`config.mk`:
```
export PLATFORM = sky130hd
export DESIGN_NAME = tcb_peri_uart_rx
export DESIGN_NICKNAME = d
export VERILOG_FILES = /design/src/rtl/tcb_peri_uart_rx.sv
export SDC_FILE = /design/constraint.sdc
export NUM_CORES = 1
export LEC_CHECK = 0
export BUFFER_PORTS_ARGS = -buffer_cell sky130_fd_sc_hd__buf_2
export CAP_MARGIN = 10
export CORE_MARGIN = 3
export CORE_UTILIZATION = 50
export DETAILED_ROUTE_END_ITERATION = 6
export PLACE_DENSITY_LB_ADDON = 0.25
export SYNTH_ARGS = -nofsm -noshare
export SYNTH_HDL_FRONTEND = slang
export SYNTH_SLANG_ARGS = --single-unit
```
`constraint.sdc`:
```
create_clock -name clk -period 2.2 [get_ports clk]
set_input_delay 0.44 -clock clk [delete_from_list [all_inputs] [get_ports clk]]
set_output_delay 0.44 -clock clk [all_outputs]
set_load 0.005 [all_outputs]
```
`src/rtl/tcb_peri_uart_rx.sv`:
```
// tcb_peri_uart_rx -- UART receiver with a small receive FIFO and a stream output.
//
// The serial line is synchronized, framed by a two-process FSM, and completed words
// are pushed into a FIFO. The FIFO feeds a valid/ready stream of data plus
// {parity error, framing error} flags.
//
// Optional feature macro: TCB_PERI_UART_RX_PARITY_EN
//   defined   -> a parity bit is received and checked when cfg_par is 01 (even) or 10 (odd)
//   undefined -> cfg_par is ignored, no parity bit is expected, str_err[1] is always 0
module tcb_peri_uart_rx #(
    parameter int unsigned RW = 16,
    parameter int unsigned DW = 8,
    parameter int unsigned FD = 4
) (
    input  logic          clk,
    input  logic          rst_n,
    input  logic [RW-1:0] cfg_bdr,
    input  logic [RW-1:0] cfg_smp,
    input  logic [3:0]    cfg_len,
    input  logic [1:0]    cfg_par,
    input  logic          cfg_stp,
    output logic          str_vld,
    input  logic          str_rdy,
    output logic [DW-1:0] str_dat,
    output logic [1:0]    str_err,
    output logic          err_ovr,
    input  logic          err_clr,
    input  logic          rxd
);

    localparam int unsigned AW = $clog2(FD);

    typedef enum logic [2:0] {
        IDLE,
        START,
        DATA,
`ifdef TCB_PERI_UART_RX_PARITY_EN
        PARITY,
`endif
        STOP
    } state_t;

    state_t state_q, state_d;

    logic rxd_meta, rxd_sync, rxd_prev;
    logic rx_fall;

    logic [RW-1:0] cnt_q;
    logic [RW-1:0] bdr_q, smp_q;
    logic [3:0]    len_q;
    logic          stp_q;
    logic [3:0]    bit_cnt_q;
    logic          stop_cnt_q;
    logic [DW-1:0] data_q;
    logic [DW-1:0] bit_vec;
    logic          ferr_q, ferr_d;
    logic          perr_word;

    logic smp_stb, end_stb;
    logic frame_start, push_req;

`ifdef TCB_PERI_UART_RX_PARITY_EN
    logic [1:0] par_q;
    logic       perr_q;
    logic       par_en;
    logic       par_exp;
`else
    logic       cfg_par_unused;
`endif

    logic [AW:0]   wr_ptr, rd_ptr;
    logic          fifo_empty, fifo_full;
    logic          pop, push_ok, ovr_set;
    logic [DW+1:0] mem [FD];
    logic [DW+1:0] rd_word;

    // Two-flop synchronizer for the asynchronous line, plus a delayed copy for edge detection
    always_ff @(posedge clk or negedge rst_n) begin
        if (!rst_n) begin
            rxd_meta <= 1'b1;
            rxd_sync <= 1'b1;
            rxd_prev <= 1'b1;
        end else begin
            rxd_meta <= rxd;
            rxd_sync <= rxd_meta;
            rxd_prev <= rxd_sync;
        end
    end

    assign rx_fall = rxd_prev & ~rxd_sync;

    // Strobes derived from the per-frame latched baud configuration
    assign smp_stb = (cnt_q == smp_q);
    assign end_stb = (cnt_q == bdr_q);
    assign bit_vec = {{(DW-1){1'b0}}, rxd_sync};

    // Framing error includes the stop sample taken in the current cycle
    assign ferr_d = ferr_q | ~rxd_sync;

`ifdef TCB_PERI_UART_RX_PARITY_EN
    assign par_en    = (par_q == 2'b01) || (par_q == 2'b10);
    assign par_exp   = (par_q == 2'b10) ? ~(^data_q) : (^data_q);
    assign perr_word = perr_q;
`else
    assign cfg_par_unused = ^cfg_par;
    assign perr_word      = 1'b0;
`endif

    // FSM state register
    always_ff @(posedge clk or negedge rst_n) begin
        if (!rst_n) begin
            state_q <= IDLE;
        end else begin
            state_q <= state_d;
        end
    end

    // FSM next-state logic; the last stop sample pushes the word and returns to IDLE at once
    always_comb begin
        state_d     = state_q;
        frame_start = 1'b0;
        push_req    = 1'b0;
        case (state_q)
            IDLE: begin
                if (rx_fall) begin
                    state_d     = START;
                    frame_start = 1'b1;
                end
            end
            START: begin
                if (smp_stb && rxd_sync) begin
                    state_d = IDLE;
                end else if (end_stb) begin
                    state_d = DATA;
                end
            end
            DATA: begin
                if (smp_stb && (bit_cnt_q == (len_q - 4'd1))) begin
`ifdef TCB_PERI_UART_RX_PARITY_EN
                    state_d = par_en ? PARITY : STOP;
`else
                    state_d = STOP;
`endif
                end
            end
`ifdef TCB_PERI_UART_RX_PARITY_EN
            PARITY: begin
                if (smp_stb) begin
                    state_d = STOP;
                end
            end
`endif
            STOP: begin
                if (smp_stb && (stop_cnt_q == stp_q)) begin
                    state_d  = IDLE;
                    push_req = 1'b1;
                end
            end
            default: begin
                state_d = IDLE;
            end
        endcase
    end

    // Frame datapath: config capture at frame start, baud counter, bit shifting and error flags
    always_ff @(posedge clk or negedge rst_n) begin
        if (!rst_n) begin
            cnt_q      <= '0;
            bdr_q      <= '0;
            smp_q      <= '0;
            len_q      <= '0;
            stp_q      <= 1'b0;
            bit_cnt_q  <= '0;
            stop_cnt_q <= 1'b0;
            data_q     <= '0;
            ferr_q     <= 1'b0;
`ifdef TCB_PERI_UART_RX_PARITY_EN
            par_q      <= '0;
            perr_q     <= 1'b0;
`endif
        end else if (frame_start) begin
            cnt_q      <= '0;
            bdr_q      <= cfg_bdr;
            smp_q      <= cfg_smp;
            len_q      <= cfg_len;
            stp_q      <= cfg_stp;
            bit_cnt_q  <= '0;
            stop_cnt_q <= 1'b0;
            data_q     <= '0;
            ferr_q     <= 1'b0;
`ifdef TCB_PERI_UART_RX_PARITY_EN
            par_q      <= cfg_par;
            perr_q     <= 1'b0;
`endif
        end else if (state_q != IDLE) begin
            cnt_q <= end_stb ? '0 : cnt_q + 1'b1;
            if (smp_stb) begin
                case (state_q)
                    DATA: begin
                        data_q    <= data_q | (bit_vec << bit_cnt_q);
                        bit_cnt_q <= bit_cnt_q + 4'd1;
                    end
`ifdef TCB_PERI_UART_RX_PARITY_EN
                    PARITY: begin
                        perr_q <= rxd_sync ^ par_exp;
                    end
`endif
                    STOP: begin
                        ferr_q     <= ferr_d;
                        stop_cnt_q <= 1'b1;
                    end
                    default: begin
                    end
                endcase
            end
        end
    end

    // FIFO status; an extra pointer bit separates full from empty
    assign fifo_empty = (wr_ptr == rd_ptr);
    assign fifo_full  = (wr_ptr[AW] != rd_ptr[AW]) && (wr_ptr[AW-1:0] == rd_ptr[AW-1:0]);
    assign pop        = str_vld & str_rdy;
    assign push_ok    = push_req & (~fifo_full | pop);
    assign ovr_set    = push_req & fifo_full & ~pop;

    // FIFO pointers
    always_ff @(posedge clk or negedge rst_n) begin
        if (!rst_n) begin
            wr_ptr <= '0;
            rd_ptr <= '0;
        end else begin
            if (push_ok) begin
                wr_ptr <= wr_ptr + 1'b1;
            end
            if (pop) begin
                rd_ptr <= rd_ptr + 1'b1;
            end
        end
    end

    // FIFO storage is not reset; its contents only matter while str_vld is high
    always_ff @(posedge clk) begin
        if (push_ok) begin
            mem[wr_ptr[AW-1:0]] <= {perr_word, ferr_d, data_q};
        end
    end

    // Sticky overrun flag; a new overrun wins over a same-cycle clear
    always_ff @(posedge clk or negedge rst_n) begin
        if (!rst_n) begin
            err_ovr <= 1'b0;
        end else if (ovr_set) begin
            err_ovr <= 1'b1;
        end else if (err_clr) begin
            err_ovr <= 1'b0;
        end
    end

    assign rd_word = mem[rd_ptr[AW-1:0]];
    assign str_vld = ~fifo_empty;
    assign str_dat = rd_word[DW-1:0];
    assign str_err = rd_word[DW+1:DW];

endmodule
```
==> flow_summary.json, run 1 <==
{
  "ys_types": 52,
  "grt.overflow.total": 0,
  "post-dp-hpwl_microns": 7740,
  "insertion_delay_ns": 0.52,
  "hold_depth": 3,
  "htreeDepth": 4,
  "avgSynthCellArea_sq_um": 11.0,
  "rows": 37,
  "clk_pin_slew_ns": 0.06,
  "r2r-start": "cnt_q[4]$_DFFE_PN0P_",
  "required_ns": 1.76,
  "critPathSlowestCell": "mux4_2",
  "syn2layout_area_growth_pct": 21.6,
  "async_reset_ff_share_pct": 68.7,
  "place.gp.congestion": 0.843,
  "cts_buffers": 17,
  "drt-initial-drc-count": 232,
  "dr.pass1.iters": 4,
  "synthCells": 486,
  "vias": 3812,
  "start_kind": "flop",
  "cp-endpoint": "str_dat[4]",
  "finalHoldViolCount": 0,
  "status": "finished, final reports clean",
  "yosys.area.top_type_share_pct": 35.4,
  "clock-sinks": 115,
  "drt-total-wl_microns": 11100,
  "coreArea_sq_um": 10400,
  "cp-startpoint": "rd_ptr[0]$_DFFE_PN0P_",
  "root_buffer": "clkbuf_8",
  "ir_drop_mv": 0.521,
  "powerDensity_nw_per_um2": 1050,
  "dieArea_sq_um": 12000,
  "rrSetupSlack_ns": 0.13,
  "crit_type": "flop to primary output",
  "post-route-period-util_pct": 96.9,
  "die_x_microns": 110,
  "ant_nets": 0,
  "synth_common_cells": "138 x nand2_1, 76 x dfrtp_1, 36 x edfxtp_1",
  "cp_max_fo": 9,
  "period_needed_ns": 2.13,
  "wl_per_cell_microns": 15.7,
  "drive_above_1_share_pct": 25.0,
  "tns_ns": 0,
  "switchingPower_mw": 1.97,
  "fmax_mhz": 469,
  "rr_endpoint": "mem[1][5]$_DFFE_PP_",
  "path_cells": "buf_12 > mux4_2 > buf_2",
  "die_h_microns": 110,
  "pin_count": 56,
  "synth.cell_area_sq_um": 5370,
  "antenna_found_initial": 0,
  "synth_ff_type": "dfrtp_1",
  "setup_viol": 0,
  "end_kind": "primary output",
  "cts_tree": "yes",
  "n_antenna_cell": 0,
  "cts_buffer_depth": 2,
  "r2r_cells": 6,
  "final_max_slew_viol_count": 0,
  "power.share.switching_pct": 28.7,
  "netlist_top_cells_area": "dfrtp_1 35%, edfxtp_1 20%, nand2_1 9.6%",
  "port_buffers": 52,
  "p_clk_share_pct": 38.4,
  "drcViolationCount": 0,
  "whs_ns": 0.102,
  "grt_usage_pct": 20.5,
  "yosysSeqAreaShare_pct": 57.0,
  "worstHoldPathType": "input pin to flop",
  "grt_first_pass_wirelength_microns": 18600,
  "synth-edff-count": 36,
  "power_mw": 6.85,
  "place_ws_ns": 0.118,
  "grt_pass1_vias": 3791,
  "seqPwrFrac_pct": 39.6,
  "synth_area_leader_cell": "dfrtp_1",
  "fillers": 846,
  "slowest_delay_ns": 0.50,
  "combPwrFrac_pct": 22.0,
  "skew_ns": 0.0114,
  "leakagePower_nw": 2.95,
  "intPower_mw": 4.89,
  "utilization_pct": 63.0,
  "viasPerCell": 5.38,
  "start_util_pct": 51.8,
  "finalNetCount": 612,
  "yosysWarningCount": 0,
  "rsz0062_at_grt": "no",
  "ys_ff_latch": 115,
  "finalWorstSetupSlack_ns": 0.0677,
  "critPathArrivalTime_ns": 1.69,
  "grt_max_degree": 38,
  "syn_nets": 538,
  "cap_violations": 0,
  "synth.most_common_cell": "nand2_1"
}
[layout make-up]
cell class / count / area, sq um / share of cell area [%]
Clock buffer: 17 / 414 / 6.34
Clock inverter: 15 / 158 / 2.41
Inverter: 9 / 33.8 / 0.517
Multi-Input combinational cell: 332 / 2110 / 32.3
Sequential cell: 115 / 3060 / 46.9
Tap cell: 136 / 170 / 2.61
Timing Repair Buffer: 85 / 578 / 8.85
[stage by stage]
stage / cells / area [sq um]
2_1_floorplan: 486 / 5370
3_3_place_gp: 674 / 5910
3_5_place_dp: 674 / 5910
4_1_cts: 709 / 6520
5_1_grt: 709 / 6530
6_report: 709 / 6530
[per-layer routing]
| layer | track usage [%] | wire (microns) |
|---|---|---|
| met1 | 26.7 | 4840 |
| met2 | 32.3 | 5490 |
| met3 | 5.40 | 548 |
| met4 | 9.08 | 254 |
| met5 | 0 | 0 |
[power by group through the flow]
stage / combinational, mW / clock, mW / sequential (mW)
6_report: 1.51 / 2.63 / 2.72
5_1_grt: 1.69 / 2.78 / 2.75
4_1_cts: 1.52 / 2.69 / 2.72
3_5_place_dp: 1.46 / 0 / 2.75
2_1_floorplan: 1.06 / 0 / 2.64
3_3_place_gp: 1.43 / 0 / 2.74
[kinds of logic (layout without fill, tap and decap cells)]
logic type / count (synthesis) / in the layout / synth area share (%)
AO/OA/AOI/OAI: 52 / 52 / 6.15
XOR/XNOR: 50 / 50 / 8.57
adder cells (fa/ha/maj): 8 / 8 / 1.86
buffers and inverters: 39 / 126 / 3.75
flip-flops: 115 / 115 / 57.0
multiplexers: 13 / 13 / 4.57
other: 1 / 1 / 0.0698
AND/OR/NAND/NOR: 208 / 208 / 18.0
[flip-flops by register name, indices dropped and copies added (netlist names)]
| name | cells |
|---|---|
| err_ovr | 1 |
| smp_q | 16 |
| bit_cnt_q | 4 |
| wr_ptr | 3 |
| rd_ptr | 3 |
| len_q | 4 |
| ferr_q | 1 |
| bdr_q | 16 |
| cnt_q | 16 |
| rxd_meta | 1 |
| mem | 36 |
| stp_q | 1 |
| stop_cnt_q | 1 |
| state_q | 2 |
| data_q | 8 |
| rxd_prev | 1 |
| rxd_sync | 1 |
[what timing repair did]
item	CTS	global route
endpoints found under the setup margin	9	34
hold endpoints to repair	36	0
gates cloned	0	0
hold buffers	2	0
pin swaps	0	1
setup buffers	1	0
gates resized for setup	4	3
[placed cells by master, fill, tap and decap left out, types with 6 or more instances in the layout]
| cell | n |
|---|---|
| clkbuf_16 | 16 |
| o21ai_1 | 14 |
| nand3_1 | 13 |
| nand4_1 | 6 |
| edfxtp_1 | 36 |
| nand2_1 | 138 |
| buf_4 | 27 |
| inv_1 | 9 |
| ha_1 | 8 |
| xor2_1 | 30 |
| buf_2 | 51 |
| a31oi_1 | 14 |
| nor2_1 | 8 |
| dfrtp_1 | 74 |
| mux4_2 | 9 |
| and3_1 | 6 |
| xnor2_1 | 17 |
[worst max-delay path: cells and delay by family (launching register included)]
kind / cells / cell delay, ns
mux: 1 / 0.50
flops: 1 / 0.38
buf+inv: 2 / 0.28
[worst min-delay path by stage]
stage	to	from
2_1_floorplan	bdr_q[0]$_DFFE_PN0P_	rst_n
3_3_place_gp	rxd_sync$_DFF_PN1_	rxd_meta$_DFF_PN1_
3_5_place_dp	rxd_sync$_DFF_PN1_	rxd_meta$_DFF_PN1_
4_1_cts	smp_q[2]$_DFFE_PN0P_	cfg_smp[2]
5_1_grt	smp_q[8]$_DFFE_PN0P_	cfg_smp[8]
6_report	smp_q[2]$_DFFE_PN0P_	cfg_smp[2]
Power figures use the tool's default switching activity.
==> inputs of run 2 (changes only) <==
CORE_MARGIN = 4   (was 3)
RECOVER_POWER = 100   (was unset)
==> run 2 against run 1 <==
Effect of this change: sequential power hardly changed; cell count is 0.14% higher; routed wire length is 0.95% higher; hold slack better by 0.0032 ns; critical path depth stayed put; sequential share of layout area is 0.26 points lower; global-route usage is 0.65 points lower; critical path type unchanged; power is 2.4% higher; clock skew is 0.0035 ns lower; die area is 3.7% higher; fmax is 0.54% higher; largest power group is now the clock network.
==> flow_summary.json, run 2 (synthesis gave the netlist of run 1 again) <==
{
  "ir_drop_mv": 0.559,
  "drt-initial-drc-count": 280,
  "finalHoldViolCount": 0,
  "dieArea_sq_um": 12500,
  "rows": 37,
  "grt_max_degree": 45,
  "grt_first_pass_wirelength_microns": 19500,
  "root_buffer": "clkbuf_8",
  "vias": 3744,
  "grt.overflow.total": 0,
  "clock-sinks": 115,
  "grt_pass1_vias": 3944,
  "drt-total-wl_microns": 11200,
  "coreArea_sq_um": 10400,
  "powerDensity_nw_per_um2": 1070,
  "fillers": 837,
  "status": "finished, final reports clean",
  "grt_usage_pct": 19.8,
  "rsz0062_at_grt": "yes",
  "insertion_delay_ns": 0.52,
  "end_kind": "primary output",
  "setup_viol": 0,
  "dr.pass1.iters": 5,
  "cts_tree": "yes",
  "utilization_pct": 63.4,
  "cpLargestDelayFamily": "multiplexers",
  "power_mw": 7.02,
  "crit_type": "flop to primary output",
  "path_cells": "buf_12 > mux4_2 > buf_2",
  "post-route-period-util_pct": 96.4,
  "ant_nets": 0,
  "pin_count": 56,
  "finalNetCount": 613,
  "antenna_found_initial": 0,
  "wl_per_cell_microns": 15.8,
  "htreeDepth": 4,
  "cp_max_fo": 9,
  "start_kind": "flop",
  "cts_buffers": 17,
  "tightest_slew_ns": 1.16,
  "n_antenna_cell": 0,
  "die_h_microns": 112,
  "viasPerCell": 5.27,
  "critPathArrivalTime_ns": 1.68,
  "leakagePower_nw": 2.96,
  "port_buffers": 52,
  "critPathSlowestCell": "mux4_2",
  "clk_pin_slew_ns": 0.06,
  "start_util_pct": 51.8,
  "place.gp.congestion": 0.799,
  "layout_common_cells": "138 x nand2_1, 72 x dfrtp_1, 50 x buf_2",
  "skew_ns": 0.00797,
  "post-dp-hpwl_microns": 8060,
  "cts_buffer_depth": 2,
  "fmax_mhz": 472,
  "syn2layout_area_growth_pct": 22.4,
  "worstHoldPathType": "input pin to flop",
  "drcViolationCount": 0,
  "drive_above_1_share_pct": 24.9,
  "period_needed_ns": 2.12,
  "slowest_delay_ns": 0.50,
  "slew_headroom_pct": 22.6,
  "cap_violations": 0,
  "crit_buf_inv": 2,
  "largest_register_ffs": 36,
  "required_ns": 1.76,
  "final_max_slew_viol_count": 0,
  "die_x_microns": 112,
  "mostFrequentLayoutCell": "nand2_1"
}
## run 2: changes by cell type in the layout (fill, tap and decap cells not counted), moves of 2 or more
cell	previous run	this run
dfrtp_2	2	4
clkbuf_2	0	5
clkinv_2	3	1
dfrtp_1	74	72
buf_4	27	22
## run 2: worst paths after layout
kind                       depth (start not counted)             startpoint  slack [ns]               endpoint
setup / recovery                                   3  rd_ptr[0]$_DFFE_PN0P_        0.08             str_err[0]
hold / removal                                     3            cfg_bdr[14]        0.10  bdr_q[14]$_DFFE_PN0P_
setup reg to reg                                   6  cnt_q[10]$_DFFE_PN0P_        0.09    mem[2][8]$_DFFE_PP_
hold reg to reg                                    0     rxd_meta$_DFF_PN1_        0.36     rxd_sync$_DFF_PN1_
max in group asynchronous                          3                  rst_n        0.58  rd_ptr[0]$_DFFE_PN0P_
min in group asynchronous                          2                  rst_n        0.68   len_q[3]$_DFFE_PN0P_
## run 2: per-layer routing
layer	wire length, microns	track usage, %
met4	238	8.03
met2	5510	31.5
met1	4920	25.6
met5	0	0
met3	563	5.87
## run 2: what timing repair did
action	4_1_cts	5_1_grt
pin swaps	0	3
setup endpoints to repair	9	37
gates resized for setup	3	6
hold endpoints to repair	40	0
hold buffers	2	0
setup buffers	1	2
## run 2: worst reg2reg max path, cell delays in order, from the launching register on
cell and delay [ns]:
dfrtp_2 0.45, xor2_1 0.16, nor4_2 0.38, and4_4 0.31
and3_4 0.22, and2_1 0.18, buf_12 0.14
## run 2: through the flow
step	worst slack, ns	setup TNS [ns]	hold WS [ns]	cell area [sq um]	instances
detailed placement	0.0493	0	0.347	5920	673
CTS	0.00930	0	0.0797	6560	708
finish	0.0792	0	0.105	6570	710
global placement	0.103	0	0.346	5920	673
floorplan	0.106	0	0.144	5370	486
global route	-0.0623	-1.22	0.0887	6570	710
## run 2: report_power, final
group | switching (mW) | internal, mW
logic | 0.682 | 0.829
registers | 0.263 | 2.45
clock network | 1.02 | 1.77
total | 1.97 | 5.05
## run 2: layout make-up
class | count | area [sq um] | area share (%)
Sequential cell | 115 | 3070 | 46.7
Multi-Input combinational cell | 332 | 2110 | 32.1
Timing Repair Buffer | 86 | 584 | 8.89
Clock buffer | 18 | 428 | 6.51
Clock inverter | 14 | 179 | 2.72
Tap cell | 136 | 170 | 2.59
Inverter | 9 | 33.8 | 0.514
